## config.mk

```make
export PLATFORM = sky130hd
export DESIGN_NAME = noc_multi_port_collector
export DESIGN_NICKNAME = d
export VERILOG_FILES = /design/src/rtl/noc_multi_port_collector.sv
export SDC_FILE = /design/constraint.sdc
export NUM_CORES = 1
export LEC_CHECK = 0
export CORE_ASPECT_RATIO = 0.75
export CORE_MARGIN = 2
export CORE_UTILIZATION = 32
export DETAILED_ROUTE_END_ITERATION = 8
export MAX_ROUTING_LAYER = met4
export PLACE_DENSITY_LB_ADDON = 0.2
export SETUP_SLACK_MARGIN = 0.02
export SLEW_MARGIN = 10
export SYNTH_ARGS = -nofsm -noshare
export SYNTH_HDL_FRONTEND = slang
export SYNTH_SLANG_ARGS = --single-unit
```

## constraint.sdc

```tcl
create_clock -name clk -period 4.7 [get_ports clk]
set_input_delay 0.94 -clock clk [delete_from_list [all_inputs] [get_ports clk]]
set_output_delay 0.94 -clock clk [all_outputs]
set_load 0.1 [all_outputs]
```

## src/rtl/noc_multi_port_collector.sv

```systemverilog
// ----------------------------------------------------------------------------
// noc_multi_port_collector
//
// Packet sink for NUM_CH router local-port links. A round-robin arbiter picks
// one requesting link per accepted packet and captures its header word. The
// header is decoded into packet ID, sender ID and injection timestamp, and the
// network latency is computed against the free-running cycle counter. Result
// records go into a first-word-fall-through FIFO for the log/checker side,
// and running statistics (packet count, maximum latency) are kept.
//
// Ports
//   clk          clock
//   reset        asynchronous, active-low reset
//   packet_in    per-channel header word, channel i at [i*DATA_WIDTH +: DATA_WIDTH]
//   req_up       per-channel request (level)
//   gnt_up       per-channel one-hot grant pulse, one cycle per accepted packet
//   up_full      per-channel full indication (all bits equal)
//   rec_valid    record FIFO head valid
//   rec_ready    consumer pops the head when rec_valid & rec_ready
//   rec_pkt_id   head packet ID
//   rec_src      head sender ID
//   rec_ch       head arrival channel
//   rec_latency  head latency
//   clear_stats  synchronous clear of pkt_count and max_latency
//   pkt_count    accepted packets, saturating
//   max_latency  largest latency accepted
//   cycle_count  free-running cycle counter (time base)
// ----------------------------------------------------------------------------
module noc_multi_port_collector #(
    parameter int unsigned DATA_WIDTH = 32,
    parameter int unsigned NUM_CH     = 4,
    parameter int unsigned CH_W       = 2,
    parameter int unsigned SRC_W      = 6,
    parameter int unsigned TS_W       = 16,
    parameter int unsigned FIFO_DEPTH = 4
) (
    input  logic                         clk,
    input  logic                         reset,
    input  logic [NUM_CH*DATA_WIDTH-1:0] packet_in,
    input  logic [NUM_CH-1:0]            req_up,
    output logic [NUM_CH-1:0]            gnt_up,
    output logic [NUM_CH-1:0]            up_full,
    output logic                         rec_valid,
    input  logic                         rec_ready,
    output logic [9:0]                   rec_pkt_id,
    output logic [SRC_W-1:0]             rec_src,
    output logic [CH_W-1:0]              rec_ch,
    output logic [TS_W-1:0]              rec_latency,
    input  logic                         clear_stats,
    output logic [31:0]                  pkt_count,
    output logic [TS_W-1:0]              max_latency,
    output logic [31:0]                  cycle_count
);

    localparam int unsigned PTR_W = $clog2(FIFO_DEPTH);
    localparam int unsigned CNT_W = PTR_W + 1;
    localparam int unsigned REC_W = 10 + SRC_W + CH_W + TS_W;

    typedef enum logic [0:0] {
        StIdle,
        StGrant
    } state_e;

    state_e              r_state;
    logic [NUM_CH-1:0]   r_gnt;
    logic [CH_W-1:0]     r_rr_last;
    logic [PTR_W-1:0]    r_wr_ptr;
    logic [PTR_W-1:0]    r_rd_ptr;
    logic [CNT_W-1:0]    r_count;
    logic [REC_W-1:0]    r_mem [FIFO_DEPTH];
    logic [31:0]         r_pkt_count;
    logic [TS_W-1:0]     r_max_lat;
    logic [31:0]         r_cycle_count;

    logic                w_found;
    logic [CH_W-1:0]     w_sel;
    logic [CH_W-1:0]     w_cand;
    logic [DATA_WIDTH-1:0] w_word;
    logic [9:0]          w_pkt_id;
    logic [TS_W-1:0]     w_ts;
    logic [SRC_W-1:0]    w_src;
    logic [TS_W-1:0]     w_lat;
    logic [REC_W-1:0]    w_rec_new;
    logic [REC_W-1:0]    w_head;
    logic                w_full;
    logic                w_push;
    logic                w_pop;

    // Round-robin search starting just after the last granted channel.
    always_comb begin
        w_found = 1'b0;
        w_sel   = '0;
        w_cand  = '0;
        for (int unsigned i = 1; i <= NUM_CH; i++) begin
            w_cand = CH_W'((32'(r_rr_last) + i) % NUM_CH);
            if (!w_found && req_up[w_cand]) begin
                w_found = 1'b1;
                w_sel   = w_cand;
            end
        end
    end

    assign w_word    = packet_in[w_sel*DATA_WIDTH +: DATA_WIDTH];
    assign w_pkt_id  = w_word[DATA_WIDTH-1 -: 10];
    assign w_ts      = w_word[SRC_W+TS_W-1:SRC_W];
    assign w_src     = w_word[SRC_W-1:0];
    // Modular subtraction keeps the latency correct across timestamp wrap.
    assign w_lat     = r_cycle_count[TS_W-1:0] - w_ts;
    assign w_rec_new = {w_pkt_id, w_src, w_sel, w_lat};

    assign w_full    = (r_count == CNT_W'(FIFO_DEPTH));
    assign rec_valid = (r_count != '0);
    // Push is judged on the pre-pop count, so a pop while full only frees the
    // slot; the waiting request is accepted on the following cycle.
    assign w_push    = (r_state == StIdle) && w_found && !w_full;
    assign w_pop     = rec_valid && rec_ready;

    assign w_head      = r_mem[r_rd_ptr];
    assign rec_pkt_id  = w_head[REC_W-1 -: 10];
    assign rec_src     = w_head[CH_W+TS_W +: SRC_W];
    assign rec_ch      = w_head[TS_W +: CH_W];
    assign rec_latency = w_head[TS_W-1:0];

    assign up_full     = {NUM_CH{w_full}};
    assign gnt_up      = r_gnt;
    assign pkt_count   = r_pkt_count;
    assign max_latency = r_max_lat;
    assign cycle_count = r_cycle_count;

    // Arbitration FSM with registered grant.
    always_ff @(posedge clk or negedge reset) begin
        if (!reset) begin
            r_state   <= StIdle;
            r_gnt     <= '0;
            r_rr_last <= CH_W'(NUM_CH - 1);
        end else begin
            r_gnt <= '0;
            case (r_state)
                StIdle: begin
                    if (w_push) begin
                        r_gnt     <= NUM_CH'(1) << w_sel;
                        r_rr_last <= w_sel;
                        r_state   <= StGrant;
                    end
                end
                StGrant: begin
                    r_state <= StIdle;
                end
                default: begin
                    r_state <= StIdle;
                end
            endcase
        end
    end

    // FIFO pointers and occupancy.
    always_ff @(posedge clk or negedge reset) begin
        if (!reset) begin
            r_wr_ptr <= '0;
            r_rd_ptr <= '0;
            r_count  <= '0;
        end else begin
            if (w_push) begin
                r_wr_ptr <= r_wr_ptr + 1'b1;
            end
            if (w_pop) begin
                r_rd_ptr <= r_rd_ptr + 1'b1;
            end
            if (w_push && !w_pop) begin
                r_count <= r_count + 1'b1;
            end else if (!w_push && w_pop) begin
                r_count <= r_count - 1'b1;
            end
        end
    end

    // Record storage; contents are don't-care while empty, so no reset.
    always_ff @(posedge clk) begin
        if (w_push) begin
            r_mem[r_wr_ptr] <= w_rec_new;
        end
    end

    // Statistics; a push coincident with a clear is counted after the clear.
    always_ff @(posedge clk or negedge reset) begin
        if (!reset) begin
            r_pkt_count <= '0;
            r_max_lat   <= '0;
        end else if (clear_stats) begin
            r_pkt_count <= w_push ? 32'd1 : 32'd0;
            r_max_lat   <= w_push ? w_lat : '0;
        end else if (w_push) begin
            if (r_pkt_count != 32'hFFFF_FFFF) begin
                r_pkt_count <= r_pkt_count + 32'd1;
            end
            if (w_lat > r_max_lat) begin
                r_max_lat <= w_lat;
            end
        end
    end

    always_ff @(posedge clk or negedge reset) begin
        if (!reset) begin
            r_cycle_count <= '0;
        end else begin
            r_cycle_count <= r_cycle_count + 32'd1;
        end
    end

endmodule

```

==> results.yml, run 1 <==
cells_and_area:
  nets: 1494
  drive_above_1_share: 0.225
  syn2layout_area_growth_pct: 43.3
  final_cell_area_mm2: 0.0162
  multiInputGateArea_mm2: 0.00483
  fin_util: 0.467
  regArea_mm2: 0.00644
  fill_cells: 3233
clocking:
  clock_sinks: 230
  cts_root_buffer: "clkbuf_16"
  path_clk_slew_ps: 60
  clk_latency_ps: 540
  htreeDepth: 1
  clockBufferDepth: 3
  tritoncts: "done"
  numCtsBuffers: 25
sta:
  rsz0062_at_grt: "yes"
  tightest_slew_ps: 1110
  setup_slack_ps: 105
  fmax_mhz: 218
  hold_violations: 0
  fin_crit_sh: 0.978
  period_needed_ps: 4590
  slew_headroom: 0.260
  drv_slew: 0
  skew_ps: 6.83
  tns_ps: 0
  finalSetupViolCount: 0
  worst_hold_slack_ps: 484
job:
  drv_cap: 0
logic_synthesis:
  yosys.cell_types.count: 61
  synth_cells: 965
  synth_most_common_cell: "nand2_1"
  postSynthAreaPerCell_um2: 11.7
  synth_flop_cell: "edfxtp_1"
  synth_warnings: 0
  synthSimpleGateAreaFrac: 0.166
  synth_edf_count: 136
  synth_xor_xnor_area_share: 0.0588
  synthArstFlopShare: 0.409
  synth_top_family_by_area: "simple AND/OR/NAND/NOR gates"
  synth_compound_area_frac: 0.0600
  synth.area.top_cells: "edfxtp_1, dfrtp_1, mux4_2"
  ys_ff_latch: 230
  synth_common_cells: "nand2_1, edfxtp_1, dfrtp_1, nand3_1, nor2_1"
  seq_area_frac_synth: 0.568
  yosysTopAreaCell: "edfxtp_1"
  synthMuxAreaShare: 0.0705
  syn_nets: 1141
  synth_adder_area_share: 0.0455
  syn-cell-area_mm2: 0.0113
  synth_top_area_frac: 0.361
critical_path:
  path_common_cell: "a21oi_2"
  cp.arrival_ps: 5020
  path_delay_family: "compound AO/OA/AOI/OAI gates"
  reg2reg_slack_ps: 110
  critPathMaxStageDelay_ps: 580
  crit_path_start: "r_rr_last[0]"
  r2r_start: "r_rr_last[0]"
  cp_num_buf_inv: 4
  cp_slowest_cell: "dfstp_2"
  r2r_end: "max_latency[13]"
  worstPathMaxFanout: 8
  end_kind: "flip-flop"
  rr_worst_depth: 26
  path_class: "flip-flop to flip-flop"
  cp.required_ps: 5130
  setup.worst_path.start_class: "flip-flop"
pwr:
  powerDensity_mw_per_mm2: 785
  internal_power_w: 0.00667
  sw_frac_of_total: 0.477
  power_frac_clock: 0.149
  ir_drop_mv: 0.785
  p_leak_nw: 6.54
  power_frac_seq: 0.258
  p_comb_frac: 0.594
  p_sw_w: 0.00608
die:
  rows: 59
  dieArea_mm2: 0.0369
  coreArea_mm2: 0.0348
  fp.dieW_um: 221
  die-height_um: 167
  io_pins: 259
  initial_core_util: 0.326
min_path:
  whs_endpoint: "r_count[2]"
  hp-start: "r_count[2]"
  hp-class: "flip-flop to flip-flop"
  hold_depth: 1
drt:
  vias: 8719
  first_pass_iters: 4
  wl_mm: 33.6
  wl_per_cell_um: 18.7
  drt_iter0_drc: 481
  ant_nets: 0
  vias_per_cell: 4.86
  drc: 0
global_routing:
  grt_pass1_vias: 8768
  grtUsageTotal: 0.181
  grt_max_degree: 63
  antenna_found_initial: 1
  overflow: 0
  grt_pass1_wl_mm: 50.8
placed_design:
  postPlaceCellArea_mm2: 0.0151
  numPortBuffers: 258
  place.gp.congestion: 0.813
  dp_slack_ps: -1060
  hpwlAfterDp_mm: 24.1
status:
  status: "complete, no violations"
[cell families after synthesis]
kind of cell / count (synthesis)
adder cells (fa/ha/maj): 40
multiplexers: 37
AO/OA/AOI/OAI: 98
flip-flops: 230
AND/OR/NAND/NOR: 401
XOR/XNOR: 76
buffers and inverters: 83
[final cells by class]
| type | instances | share of cell area |
|---|---|---|
| diodes | 1 | 0.000154 |
| multi-input cells | 652 | 0.297 |
| clock buffers | 33 | 0.0435 |
| repair buffers | 372 | 0.212 |
| well taps | 457 | 0.0352 |
| clock inverters | 13 | 0.00578 |
| flip-flops and latches | 230 | 0.397 |
| inverters | 37 | 0.00948 |
[worst max-delay path by stage]
stage | end | slack [ps] | cells after the start
2_1_floorplan | max_latency[10] | -320 | 27
3_3_place_gp | max_latency[0] | -980 | 26
3_5_place_dp | max_latency[15] | -1060 | 24
4_1_cts | max_latency[3] | 50 | 26
5_1_grt | max_latency[13] | -90 | 26
6_report | max_latency[13] | 110 | 26
[what timing repair did]
| item | 4_1_cts | 5_1_grt |
|---|---|---|
| setup buffers | 3 | 12 |
| gates resized for setup | 22 | 53 |
| setup endpoints to repair | 16 | 16 |
| hold buffers | 0 | 0 |
| cloned | 0 | 1 |
| pin swaps | 9 | 38 |
[metal layers]
metal | wire (um) | vias to the layer above | GRT usage
met5 | 0 | - | -
met4 | 952 | 0 | 0.0496
met3 | 1830 | 54 | 0.0422
met2 | 15600 | 232 | 0.283
met1 | 15300 | 4263 | 0.236
li1 | - | 4170 | -
[sequential cells by signal (all words and copies together), names as in the netlist]
| register | flops |
|---|---|
| max_latency | 16 |
| r_rd_ptr | 2 |
| r_wr_ptr | 2 |
| r_rr_last | 2 |
| cycle_count | 32 |
| r_mem | 136 |
| pkt_count | 32 |
| r_state | 1 |
| gnt_up | 4 |
| r_count | 3 |
[stage by stage]
step	std cells	total power, W
global placement	1733	0.0106
detailed placement	1733	0.0107
finish	1795	0.0127
floorplan	965	0.00830
global route	1795	0.0134
CTS	1782	0.0127
[cell usage in the layout (no fill, tap or decap), types with 4 or more instances in the layout]
cell             Yosys  layout
buf_6                1       8
a31oi_1             21      20
nand4_1             10      10
and3_1              31      29
xnor2_1             47      46
a21oi_1             13       9
and4_1               7       6
nor4_1               4       4
ha_4                 0       5
and2_2               0       4
o21ai_0             15      13
buf_4                4     135
a22o_1              15      15
ha_1                38      30
inv_1               35      33
buf_12               0       4
nor2_1              58      55
nor3_1              12      12
clkinv_2             0       8
clkbuf_8             0       5
clkinv_4             1       5
nand2_1            183     176
dfrtp_1             92      91
clkbuf_16            0      26
edfxtp_1           136     136
nand3_2              0       6
xor2_1              29      28
o21a_1               8       8
nand3_1             58      52
clkdlybuf4s50_1      0     219
or3_1                5       4
nor2_2               1       4
nand2_2              0       6
a21oi_2              0       4
a21o_1               5       4
mux4_2              34      34
[power groups by stage]
stage	clock [W]	sequential (W)	combinational, W
5_1_grt	0.00203	0.00334	0.00806
4_1_cts	0.00196	0.00330	0.00740
6_report	0.00190	0.00328	0.00757
3_5_place_dp	0	0.00333	0.00732
3_3_place_gp	0	0.00331	0.00725
2_1_floorplan	0	0.00376	0.00453
Power figures use the tool's default switching activity.
==> inputs of run 2 (changes only) <==
==> constraint.sdc (replaced) <==
create_clock -name clk -period 4 [get_ports clk]
set_input_delay 0.8 -clock clk [delete_from_list [all_inputs] [get_ports clk]]
set_output_delay 0.8 -clock clk [all_outputs]
set_load 0.1 [all_outputs]
==> run 2 against run 1 <==
- first-iteration DRC count grew 5.6%
- wire length fell by 0.43%
- clock skew increased by 8.2 ps
- sequential power grew 18%
- the run now ends with negative setup slack left
==> results.yml, run 2 (synthesis gave the netlist of run 1 again) <==
status:
  status: "finished with violations"
  violations: "negative setup slack"
global_routing:
  grt_max_degree: 44
  grt_pass1_vias: 8792
  antenna_found_initial: 1
  grtUsageTotal: 0.182
  grt_pass1_wl_mm: 51.2
  overflow: 0
clocking:
  clk_latency_ps: 540
  cts_root_buffer: "clkbuf_16"
  path_clk_slew_ps: 60
  clock_sinks: 230
  tritoncts: "done"
  clockBufferDepth: 3
  numCtsBuffers: 24
  htreeDepth: 1
placed_design:
  place.gp.congestion: 0.861
  postPlaceCellArea_mm2: 0.0151
  numPortBuffers: 258
  hpwlAfterDp_mm: 24.0
pwr:
  p_leak_nw: 6.57
  powerDensity_mw_per_mm2: 930
  ir_drop_mv: 0.982
sta:
  setup_slack_ps: -619
  tightest_slew_ps: 1110
  finalSetupViolCount: 16
  slew_headroom: 0.257
  worst_hold_slack_ps: 264
  skew_ps: 15.0
  period_needed_ps: 4620
  fmax_mhz: 216
  drv_slew: 0
  fin_crit_sh: 1.15
  hold_violations: 0
  rsz0062_at_grt: "yes"
critical_path:
  cp.required_ps: 4420
  rr_worst_depth: 25
  end_kind: "flip-flop"
  cp.arrival_ps: 5040
  reg2reg_slack_ps: -620
  r2r_start: "r_rr_last[0]"
  setup.worst_path.start_class: "flip-flop"
  path_class: "flip-flop to flip-flop"
  r2r_end: "max_latency[11]"
  worstPathMaxFanout: 7
die:
  dieArea_mm2: 0.0369
  die-height_um: 167
  initial_core_util: 0.326
  coreArea_mm2: 0.0348
  io_pins: 259
  fp.dieW_um: 221
  rows: 59
drt:
  ant_nets: 0
  met3_length_mm: 2.02
  wl_mm: 33.5
  wl_met1_mm: 15.3
  vias_per_cell: 4.88
  top_layer: "met4"
  route.met2.wl_mm: 15.2
  vias: 8762
  first_pass_iters: 4
  drt_iter0_drc: 508
  drc: 0
  wl_per_cell_um: 18.6
cells_and_area:
  drive_above_1_share: 0.224
  regMostFlops: "r_mem"
  nets: 1496
  fill_cells: 3179
  final_cell_area_mm2: 0.0163
  final_cell_mix: "clkdlybuf4s50_1, nand2_1, buf_4, edfxtp_1, dfrtp_1"
  syn2layout_area_growth_pct: 44.2
  final_common_cell: "clkdlybuf4s50_1"
  largest_register_ffs: 136
min_path:
  hp-class: "input port to asynchronous set/reset pin"
job:
  drv_cap: 0
-- run 2: worst max-delay path: stages, from the launching register on --
cell,delay (ps)
dfstp_2,570
buf_6,110
nor2b_4,30
nor2_1,130
a21o_4,190
buf_4,140
buf_16,110
nand2_1,50
nand3_1,70
nand2_1,100
ha_4,170
or3_4,380
a311oi_4,270
a21oi_2,120
nor2_2,160
mux2_4,320
and2_4,150
ha_4,260
buf_4,110
nand3_2,100
nor2_2,140
nand3_1,100
nand3_1,140
nand4b_1,180
buf_4,220
a22o_1,180
-- run 2: power breakdown --
group	total, W	internal [W]	switching [W]
clock	0.00243	0.00147	0.000964
sequential	0.00387	0.00356	0.000306
combinational	0.00888	0.00303	0.00585
total	0.0152	0.00806	0.00712
-- run 2: cell type report --
class / instances / area [um2] / area share
Sequential cell: 230 / 6440 / 0.394
Multi-Input combinational cell: 652 / 4820 / 0.295
Timing Repair Buffer: 375 / 3490 / 0.214
Clock buffer: 29 / 639 / 0.0392
Tap cell: 457 / 572 / 0.0350
Clock inverter: 14 / 215 / 0.0132
Inverter: 37 / 151 / 0.00927
Antenna cell: 1 / 2.50 / 0.000153
-- run 2: routing by layer --
layer | GRT usage | up-vias
met5 | - | -
met1 | 0.247 | 4304
met4 | 0.0464 | 0
met3 | 0.0402 | 54
li1 | - | 4181
met2 | 0.277 | 223
-- run 2: stage by stage --
step           instances   util  setup slack [ps]  power [W]  setup TNS [ps]
3_3_place_gp        1735  0.434             -1500     0.0124          -32660
3_5_place_dp        1735  0.434             -1640     0.0125          -37340
4_1_cts             1789  0.463              -587     0.0151           -9090
5_1_grt             1795  0.470              -788     0.0159          -12370
2_1_floorplan        965      -              -882    0.00975          -13340
6_report            1795  0.470              -619     0.0152           -9610
-- run 2: worst max path at each step --
stage | start | end | slack (ps) | depth (start not counted)
after floorplan | req_up[2] | max_latency[10] | -880 | 27
after global placement | req_up[3] | max_latency[6] | -1500 | 26
after detailed placement | req_up[3] | max_latency[12] | -1640 | 24
final | r_rr_last[0] | max_latency[11] | -620 | 25
after CTS | r_rr_last[0] | max_latency[3] | -590 | 25
after global routing | r_rr_last[0] | max_latency[5] | -790 | 24
-- run 2: what timing repair did --
action / 4_1_cts / 5_1_grt
gates resized for setup: 25 / 31
setup buffers: 10 / 4
pin swaps: 13 / 12
gates cloned: 1 / 1
hold buffers: 0 / 0
endpoints found under the setup margin: 16 / 16
